File: src/rtl/pipe_flow_ctrl_n.sv
// Stall/bubble/flush/redirect controller for an N-stage in-order core.
// Zero latency: all controls are combinational from registered FSM state; misses stall stages 0..H_c upstream.
module pipe_flow_ctrl_n #(
  parameter int STAGES = 5,
  parameter int NUM_CH = 2,
  parameter int NUM_RD = 2,
  parameter logic [3*NUM_CH-1:0] CH_STAGE = {3'd3, 3'd0},
  parameter logic [3*NUM_CH-1:0] CH_HOLD  = {3'd4, 3'd1},
  parameter logic [3*NUM_RD-1:0] RD_STAGE = {3'd2, 3'd1},
  parameter int TIMEOUT = 200
) (
  input  logic                 clk,
  input  logic                 rst_n,
  input  logic [NUM_RD-1:0]    rd_flag_i,
  input  logic [32*NUM_RD-1:0] rd_pc_i,
  input  logic [NUM_CH-1:0]    miss_req_i,
  input  logic [NUM_CH-1:0]    miss_hit_i,
  input  logic [NUM_CH-1:0]    miss_ready_i,
  output logic [NUM_CH-1:0]    data_valid_o,
  output logic                 redirect_flag_o,
  output logic [31:0]          redirect_pc_o,
  output logic [STAGES-1:0]    hold_stage_o,
  output logic [STAGES-2:0]    hold_reg_o,
  output logic [STAGES-2:0]    flush_reg_o,
  output logic                 stall_timeout_o,
  output logic [31:0]          perf_stall_cnt_o
);

  typedef enum logic [1:0] {ST_IDLE, ST_MISS, ST_ABORT} ch_state_t;

  localparam logic [7:0] TO8 = 8'(TIMEOUT);

  function automatic int ch_s(input int c);
    return int'(CH_STAGE[3*c +: 3]);
  endfunction

  function automatic int ch_h(input int c);
    return int'(CH_HOLD[3*c +: 3]);
  endfunction

  function automatic int rd_s(input int r);
    return int'(RD_STAGE[3*r +: 3]);
  endfunction

  ch_state_t          state_q [NUM_CH];
  logic [NUM_CH-1:0]  ready_q;
  logic [7:0]         wd_cnt_q;
  logic               timeout_q;
  logic [31:0]        perf_q;

  logic [NUM_CH-1:0]  rise, cand, aborted, active, in_abort, dv;
  logic [NUM_RD-1:0]  blocked;
  logic               rd_acc;
  int                 rd_stage_w;
  logic [31:0]        rd_pc_w;
  logic [STAGES-1:0]  hs;
  logic [STAGES-2:0]  hr_raw, bub, rfl;
  logic               any_busy;

  always_comb begin
    rise = miss_ready_i & ~ready_q;
    any_busy = 1'b0;
    for (int c = 0; c < NUM_CH; c++) begin
      cand[c] = (state_q[c] == ST_MISS) ||
                ((state_q[c] == ST_IDLE) && miss_req_i[c] && !miss_hit_i[c]);
      if (state_q[c] != ST_IDLE) any_busy = 1'b1;
    end

    // A stalled stage at or below a source keeps that source's redirect pending.
    for (int r = 0; r < NUM_RD; r++) begin
      blocked[r] = 1'b0;
      for (int c = 0; c < NUM_CH; c++)
        if (cand[c] && ch_s(c) >= rd_s(r)) blocked[r] = 1'b1;
    end

    rd_acc = 1'b0;
    rd_stage_w = 0;
    rd_pc_w = '0;
    for (int r = 0; r < NUM_RD; r++) begin
      if (rd_flag_i[r] && !blocked[r] && (!rd_acc || rd_s(r) > rd_stage_w)) begin
        rd_acc = 1'b1;
        rd_stage_w = rd_s(r);
        rd_pc_w = rd_pc_i[32*r +: 32];
      end
    end

    // A miss younger than the accepted redirect is killed in the same cycle:
    // it stops stalling and behaves as an abort from now on.
    for (int c = 0; c < NUM_CH; c++) begin
      aborted[c]  = rd_acc && (rd_stage_w > ch_s(c));
      active[c]   = cand[c] && !aborted[c];
      in_abort[c] = (state_q[c] == ST_ABORT) || (cand[c] && aborted[c]);
      dv[c]       = (state_q[c] == ST_MISS) && rise[c] && !aborted[c];
    end

    hs = '0;
    hr_raw = '0;
    bub = '0;
    rfl = '0;
    for (int c = 0; c < NUM_CH; c++) begin
      for (int k = 0; k < STAGES; k++) begin
        if (active[c] && k <= ch_h(c)) hs[k] = 1'b1;
        if (in_abort[c] && k <= ch_s(c)) hs[k] = 1'b1;
      end
      for (int k = 0; k < STAGES-1; k++) begin
        if (active[c] && k < ch_h(c)) hr_raw[k] = 1'b1;
        if (active[c] && k == ch_h(c)) bub[k] = 1'b1;
      end
    end
    for (int k = 0; k < STAGES-1; k++)
      if (rd_acc && k < rd_stage_w) rfl[k] = 1'b1;
    if (rd_acc) hs[0] = 1'b0;
  end

  assign data_valid_o     = rst_n ? dv : '0;
  assign redirect_flag_o  = rst_n & rd_acc;
  assign redirect_pc_o    = (rst_n && rd_acc) ? rd_pc_w : 32'd0;
  assign hold_stage_o     = rst_n ? hs : '0;
  assign hold_reg_o       = rst_n ? (hr_raw & ~rfl) : '0;
  assign flush_reg_o      = rst_n ? (rfl | (bub & ~hr_raw)) : '0;
  assign stall_timeout_o  = timeout_q;
  assign perf_stall_cnt_o = perf_q;

  always_ff @(posedge clk or negedge rst_n) begin
    if (!rst_n) begin
      ready_q   <= '0;
      wd_cnt_q  <= '0;
      timeout_q <= 1'b0;
      perf_q    <= '0;
      for (int c = 0; c < NUM_CH; c++) state_q[c] <= ST_IDLE;
    end else begin
      ready_q <= miss_ready_i;
      for (int c = 0; c < NUM_CH; c++) begin
        case (state_q[c])
          ST_IDLE:  if (active[c]) state_q[c] <= ST_MISS;
          ST_MISS: begin
            if (aborted[c])   state_q[c] <= rise[c] ? ST_IDLE : ST_ABORT;
            else if (rise[c]) state_q[c] <= ST_IDLE;
          end
          ST_ABORT: if (rise[c]) state_q[c] <= ST_IDLE;
          default:  state_q[c] <= ST_IDLE;
        endcase
      end

      if (any_busy) begin
        if (wd_cnt_q != 8'hFF) wd_cnt_q <= wd_cnt_q + 8'd1;
        if (({1'b0, wd_cnt_q} + 9'd1) >= {1'b0, TO8}) timeout_q <= 1'b1;
      end else begin
        wd_cnt_q <= '0;
      end

      if (hs[0]) perf_q <= perf_q + 32'd1;
    end
  end

endmodule

File: config.mk
export PLATFORM = sky130hd
export DESIGN_NAME = pipe_flow_ctrl_n
export DESIGN_NICKNAME = d
export VERILOG_FILES = /design/src/rtl/pipe_flow_ctrl_n.sv
export SDC_FILE = /design/constraint.sdc
export NUM_CORES = 1
export LEC_CHECK = 0
export ABC_AREA = 1
export CORE_MARGIN = 3
export CORE_UTILIZATION = 40
export DETAILED_ROUTE_END_ITERATION = 16
export PLACE_DENSITY = 0.77
export SLEW_MARGIN = 20
export SYNTH_ARGS = -nofsm -noshare
export SYNTH_HDL_FRONTEND = slang
export SYNTH_SLANG_ARGS = --single-unit
File: constraint.sdc
create_clock -name clk -period 2.75 [get_ports clk]
set_input_delay 0.55 -clock clk [delete_from_list [all_inputs] [get_ports clk]]
set_output_delay 0.55 -clock clk [all_outputs]
set_load 0.02 [all_outputs]
After elaboration in Yosys (flattened, before gate mapping)
Index checks and enable logic that the tools add are counted.

operators by class
  $add $sub $neg = 3
  multipliers = 0
  divide/modulo/power cells = 0
  $lt $le $gt $ge = 8
  eq/ne operators = 8
  shift operators = 0
  multiplexer cells = 39
  bitwise logic cells = 8
  reduce and logical (&&, ||, !) cells = 38

operators with widths
  operator                                                                             number
  32-bit two-way mux                                                                   3
  32-bit by 1-bit adder with 32-bit output, second input constant                      1
  3-bit by 32-bit greater-than comparator with 1-bit output, first input constant      1
  32-bit by 1-bit greater-than comparator with 1-bit output, second input constant     1
  32-bit by 3-bit greater-than comparator with 1-bit output, second input constant     1
  1-bit logical AND                                                                    22
  2-bit two-way mux                                                                    10
  1-bit two-way mux                                                                    19
  8-bit two-way mux                                                                    2
  2-bit one-hot mux with 3 select lines                                                2
  8-bit by 1-bit adder with 9-bit output, second input constant                        1
  9-bit by 8-bit greater-or-equal comparator with 1-bit output, second input constant  1
  8-bit by 1-bit adder with 8-bit output, second input constant                        1
  4-bit two-way mux                                                                    2
  8-bit != test, second input constant                                                 1
  4-bit NOT                                                                            2
  1-bit logical NOT                                                                    6
  1-bit logical OR                                                                     5
  5-bit two-way mux                                                                    1
  2-bit by 4-bit AND with 4-bit output                                                 1
  4-bit AND                                                                            1
  2-bit by 1-bit == test with 1-bit output, second input constant                      2
  2-bit == test, second input constant                                                 2
  2-bit logical NOT                                                                    2
  10 further kinds                                                                     14

word-level totals
  flip-flop bits (word level) = 47
  latch bits = 0
  bits in writable memories = 0
  bits in read-only memories = 0
  memories = 0

Longest topological paths before layout
  depth in word-level cells = 22
  depth in mapped cells = 10
  gate-level depth less buffers = 10

Least setup slack after synthesis
OpenSTA, ideal clock, no wires.

  path type = input to output
  from = in miss_req_i[1]
  to = out hold_stage_o[0]
  arrival = 1.628 ns
  required time = 2.200 ns
  slack = 0.572 ns
  cell stages on the path = 9
  buffers on the path = 1
  cells stage by stage = inv_1 > nor2_1 > nand2_1 > nand3_2 > nand2_2 > nor2_4 > inv_2 > buf_4 > nor2_1

between the ends
  word-level cells in the longest chain between the ends = 21

RTL lines
  element                                                                                                RTL line  text
  from (decl)                                                                                            16        input logic [NUM_CH-1:0] miss_req_i,
  1-bit logical AND * (2 in a row)                                                                       65        ((state_q[c] == ST_IDLE) && miss_req_i[c] && !miss_hit_i[c]);
  1-bit logical OR *                                                                                     64        cand[c] = (state_q[c] == ST_MISS) ||
  1-bit two-way mux                                                                                      73        if (cand[c] && ch_s(c) >= rd_s(r)) blocked[r] = 1'b1;
  1-bit logical NOT                                                                                      80        if (rd_flag_i[r] && !blocked[r] && (!rd_acc || rd_s(r) > rd_stage_w)) begin
  1-bit logical AND                                                                                      80
  1-bit two-way mux                                                                                      80
  3-bit by 32-bit greater-than comparator with 1-bit output / 1-bit logical NOT (equally long branches)  80
  1-bit logical OR                                                                                       80
  [... 4 more ...]                                                                                       --
  1-bit logical NOT                                                                                      91        active[c] = cand[c] && !aborted[c];
  1-bit logical AND                                                                                      91
  1-bit two-way mux                                                                                      102       if (active[c] && k <= ch_h(c)) hs[k] = 1'b1;
  1-bit two-way mux                                                                                      103       if (in_abort[c] && k <= ch_s(c)) hs[k] = 1'b1;
  1-bit two-way mux                                                                                      102
  1-bit two-way mux                                                                                      103
  1-bit two-way mux *                                                                                    112       if (rd_acc) hs[0] = 1'b0;
  5-bit two-way mux *                                                                                    118       assign hold_stage_o = rst_n ? hs : '0;
  to (decl)                                                                                              22        output logic [STAGES-1:0] hold_stage_o,

Mark *: on every way between the ends. The rest lies on a longest branch, timed or not.

Worst setup path after layout
  from = in miss_req_i[1]
  to = out redirect_flag_o

between the ends
  word-level cells in the longest chain between the ends = 12

RTL lines
  element                                                                                                RTL line  text
  1-bit logical AND * (2 in a row)                                                                       65
  1-bit logical OR *                                                                                     64
  1-bit two-way mux *                                                                                    73
  1-bit logical NOT *                                                                                    80
  1-bit logical AND                                                                                      80
  1-bit two-way mux                                                                                      80
  3-bit by 32-bit greater-than comparator with 1-bit output / 1-bit logical NOT (equally long branches)  80
  1-bit logical OR                                                                                       80
  1-bit logical AND                                                                                      80
  1-bit two-way mux *                                                                                    80
  1-bit AND *                                                                                            116       assign redirect_flag_o = rst_n & rd_acc;
  to (decl)                                                                                              20        output logic redirect_flag_o,

Marks and branches as above.

==> impl_metrics.json <==
{
  "n_antenna_cell": 0,
  "die_w_um": 99.3,
  "finalHoldViolCount": 0,
  "avgSynthCellArea_um2": 6.03,
  "pre_cts_ws_ns": -0.287,
  "drcViolationCount": 0,
  "place_congestion": 0.980,
  "ys_warn_count": 0,
  "ctsHoldBuffers": 0,
  "postLayoutSetupSlackWorst_ns": 0.0853,
  "cts_buffer_depth": 2,
  "grt_max_degree": 43,
  "holdCritPathClass": "in2async",
  "multiInputGateArea_um2": 2010,
  "antenna_left": 0,
  "cts_tree": "yes",
  "start_kind": "input port",
  "finalSetupTns_ns": 0,
  "ioPinCount": 155,
  "crit_path_end_kind": "primary output",
  "worst_ep_required_time_ns": 2.20,
  "via_per_inst": 4.97,
  "fp.dieH_um": 99.3,
  "drt-initial-drc-count": 214,
  "antenna_found_initial": 1,
  "fillers": 768,
  "grt_util_all_layers_pct": 23.2,
  "yosysTopAreaCell": "dfrtp_1",
  "finalCritPeriodShare_pct": 96.9,
  "clkSinkCount": 47,
  "clk_pin_slew_ns": 0.09,
  "timing.max_cap.violations": 0,
  "status": "finished, final reports clean",
  "worstMarginPinSlew_ns": 0.535,
  "slew_headroom_pct": 64.3,
  "dp_hpwl_um": 9050,
  "syn-cell-area_um2": 3480,
  "fin_nets": 810,
  "fin_skew_ns": 0.00920,
  "ctsRootBufferMaster": "clkbuf_8",
  "cts_made_buffers": 5,
  "vias": 4177,
  "synth_area_leaders": "dfrtp_1, nand2_1, nor2_1",
  "worstPathMaxFanout": 17,
  "regArea_um2": 1180,
  "port_buffers": 152,
  "ys_seq_area_share_pct": 33.8,
  "start_util_pct": 41.7,
  "insertion_delay_ns": 0.30,
  "worstPathArrival_ns": 2.11,
  "grt_pass1_vias": 4025,
  "setup_viol": 0,
  "finalMaxSlewViolations": 0,
  "synth.distinct_cells": 23,
  "vdd_drop_max_uv": 288,
  "drive_gt1_share_pct": 9.52,
  "routedWlPerCell_um": 14.2,
  "cts_max_level": 2,
  "min_period_ns": 2.66,
  "grt_pass1_wl_um": 18900,
  "path_class": "in2out",
  "syn_to_final_growth_pct": 49.4,
  "rows": 33,
  "synth_seq_cells": 47,
  "pwr_density_cell_nw_per_um2": 484,
  "syn_inst": 577,
  "drt_wl_total_um": 11900,
  "synth_top_cell_area_share_pct": 33.8,
  "leakage_uw": 0.00246,
  "die_area_um2": 9860,
  "rsz0062_at_grt": "true",
  "core-area_um2": 8340,
  "drt-pass1-iter-count": 5,
  "gr-total-overflow": 0,
  "max_freq_ghz": 0.375
}
==> repair_timing <==
action,in CTS,in global routing
endpoints found under the setup margin,45,32
setup buffers,0,1
resized for setup,107,40
cloned,1,1
pin swaps,0,0
==> cells in the final DEF, fill, tap and decap left out, drive strengths merged, types with 2 or more instances in the layout <==
master and n:
nand2 277, clkdlybuf4s50 106, nor2 76, inv 52, dfrtp 47, buf 39, a21oi 35, nand3 28
clkbuf 15, xor2 13, o21ai 12, dlygate4sd2 11, xnor2 5, nand4 3, nand3b 2, nor4 2
nor3 2, ha 2, conb 2, bufinv 2
==> per-layer routing <==
layer | routed length [um] | share of wire [%] | up-vias | track usage (%)
met5 | 9 | 0.075 | - | 0
met3 | 878 | 7.4 | 25 | 4.28
met4 | 268 | 2.2 | 2 | 7.35
li1 | - | - | 2076 | -
met1 | 4800 | 40 | 1895 | 27.7
met2 | 5980 | 50 | 179 | 41.8
==> cell usage after synthesis <==
cell type,instances
buf_2,10
dfrtp_1,47
nand2_2,1
buf_4,7
nor4_1,2
buf_6,3
nand3b_1,2
nand4_1,3
xnor2_1,5
nor2_4,2
inv_1,51
o21ai_0,12
inv_2,1
ha_1,2
nand3_1,26
nor2_1,73
xor2_1,13
nor3_1,2
nand3_2,2
a21oi_1,35
conb_1,1
nand2_1,276
nor2_2,1
==> registers in the layout, indices dropped and copies added, names as in the netlist <==
signal            count
ready_q               2
stall_timeout_o       1
wd_cnt_q              8
state_q               4
perf_stall_cnt_o     32
==> power by group <==
group          internal, uW  leakage [uW]  switching, uW
logic                   423       0.00176            624
registers               772      0.000637           91.1
clock network           363     0.0000644            246
==> cells by family (layout without fill, tap and decap cells) <==
group,Yosys count,in the layout,share of synthesized area (%)
compound gates,47,47,6.76
other cells,1,2,0.108
xor+xnor,18,18,4.53
simple gates,390,390,44.6
fa+ha+maj,2,2,0.719
flops,47,47,33.8
buf+inv,72,229,9.53
==> worst paths after layout <==
kind	slack [ns]	end	cells after the start	start
setup / recovery	0.09	redirect_flag_o	10	miss_req_i[1]
hold / removal	0.09	state_q[1]	1	rst_n
setup reg to reg	0.90	perf_stall_cnt_o[17]	10	state_q[0]
hold reg to reg	0.54	state_q[1]	2	ready_q[1]
max in group asynchronous	1.86	perf_stall_cnt_o[4]	2	rst_n
min in group clk	0.54	state_q[1]	2	ready_q[1]
==> final cells by class <==
cell class	instances	share of cell area [%]
clock buffer	5	1.32
clock inverter	3	1.30
inverter	52	3.75
multi-input combinational	459	38.6
sequential	47	22.6
tap	105	2.53
timing repair buffer	169	29.9
==> critical path, cell delays in order <==
cell and delay [ns]:
clkdlybuf4s50_1 0.46, inv_1 0.05, nor2_2 0.12, nand2_2 0.11, nand3_2 0.12, nand2_4 0.09, nand2_4 0.09, buf_12 0.15
inv_1 0.04, dlygate4sd2_1 0.32
==> stage by stage <==
step	cell area, um^2	instances	hold slack [ns]	total power [uW]	util (%)
6_report	5200	840	0.0919	2520	62.3
5_1_grt	5200	840	0.0887	2670	62.3
4_1_cts	5280	838	0.0902	2520	63.3
3_5_place_dp	5130	829	0.407	1920	61.5
3_3_place_gp	5130	829	0.399	1880	61.5
2_1_floorplan	3480	578	0.254	1500	-
No activity file was read; power rests on OpenSTA's default activity.
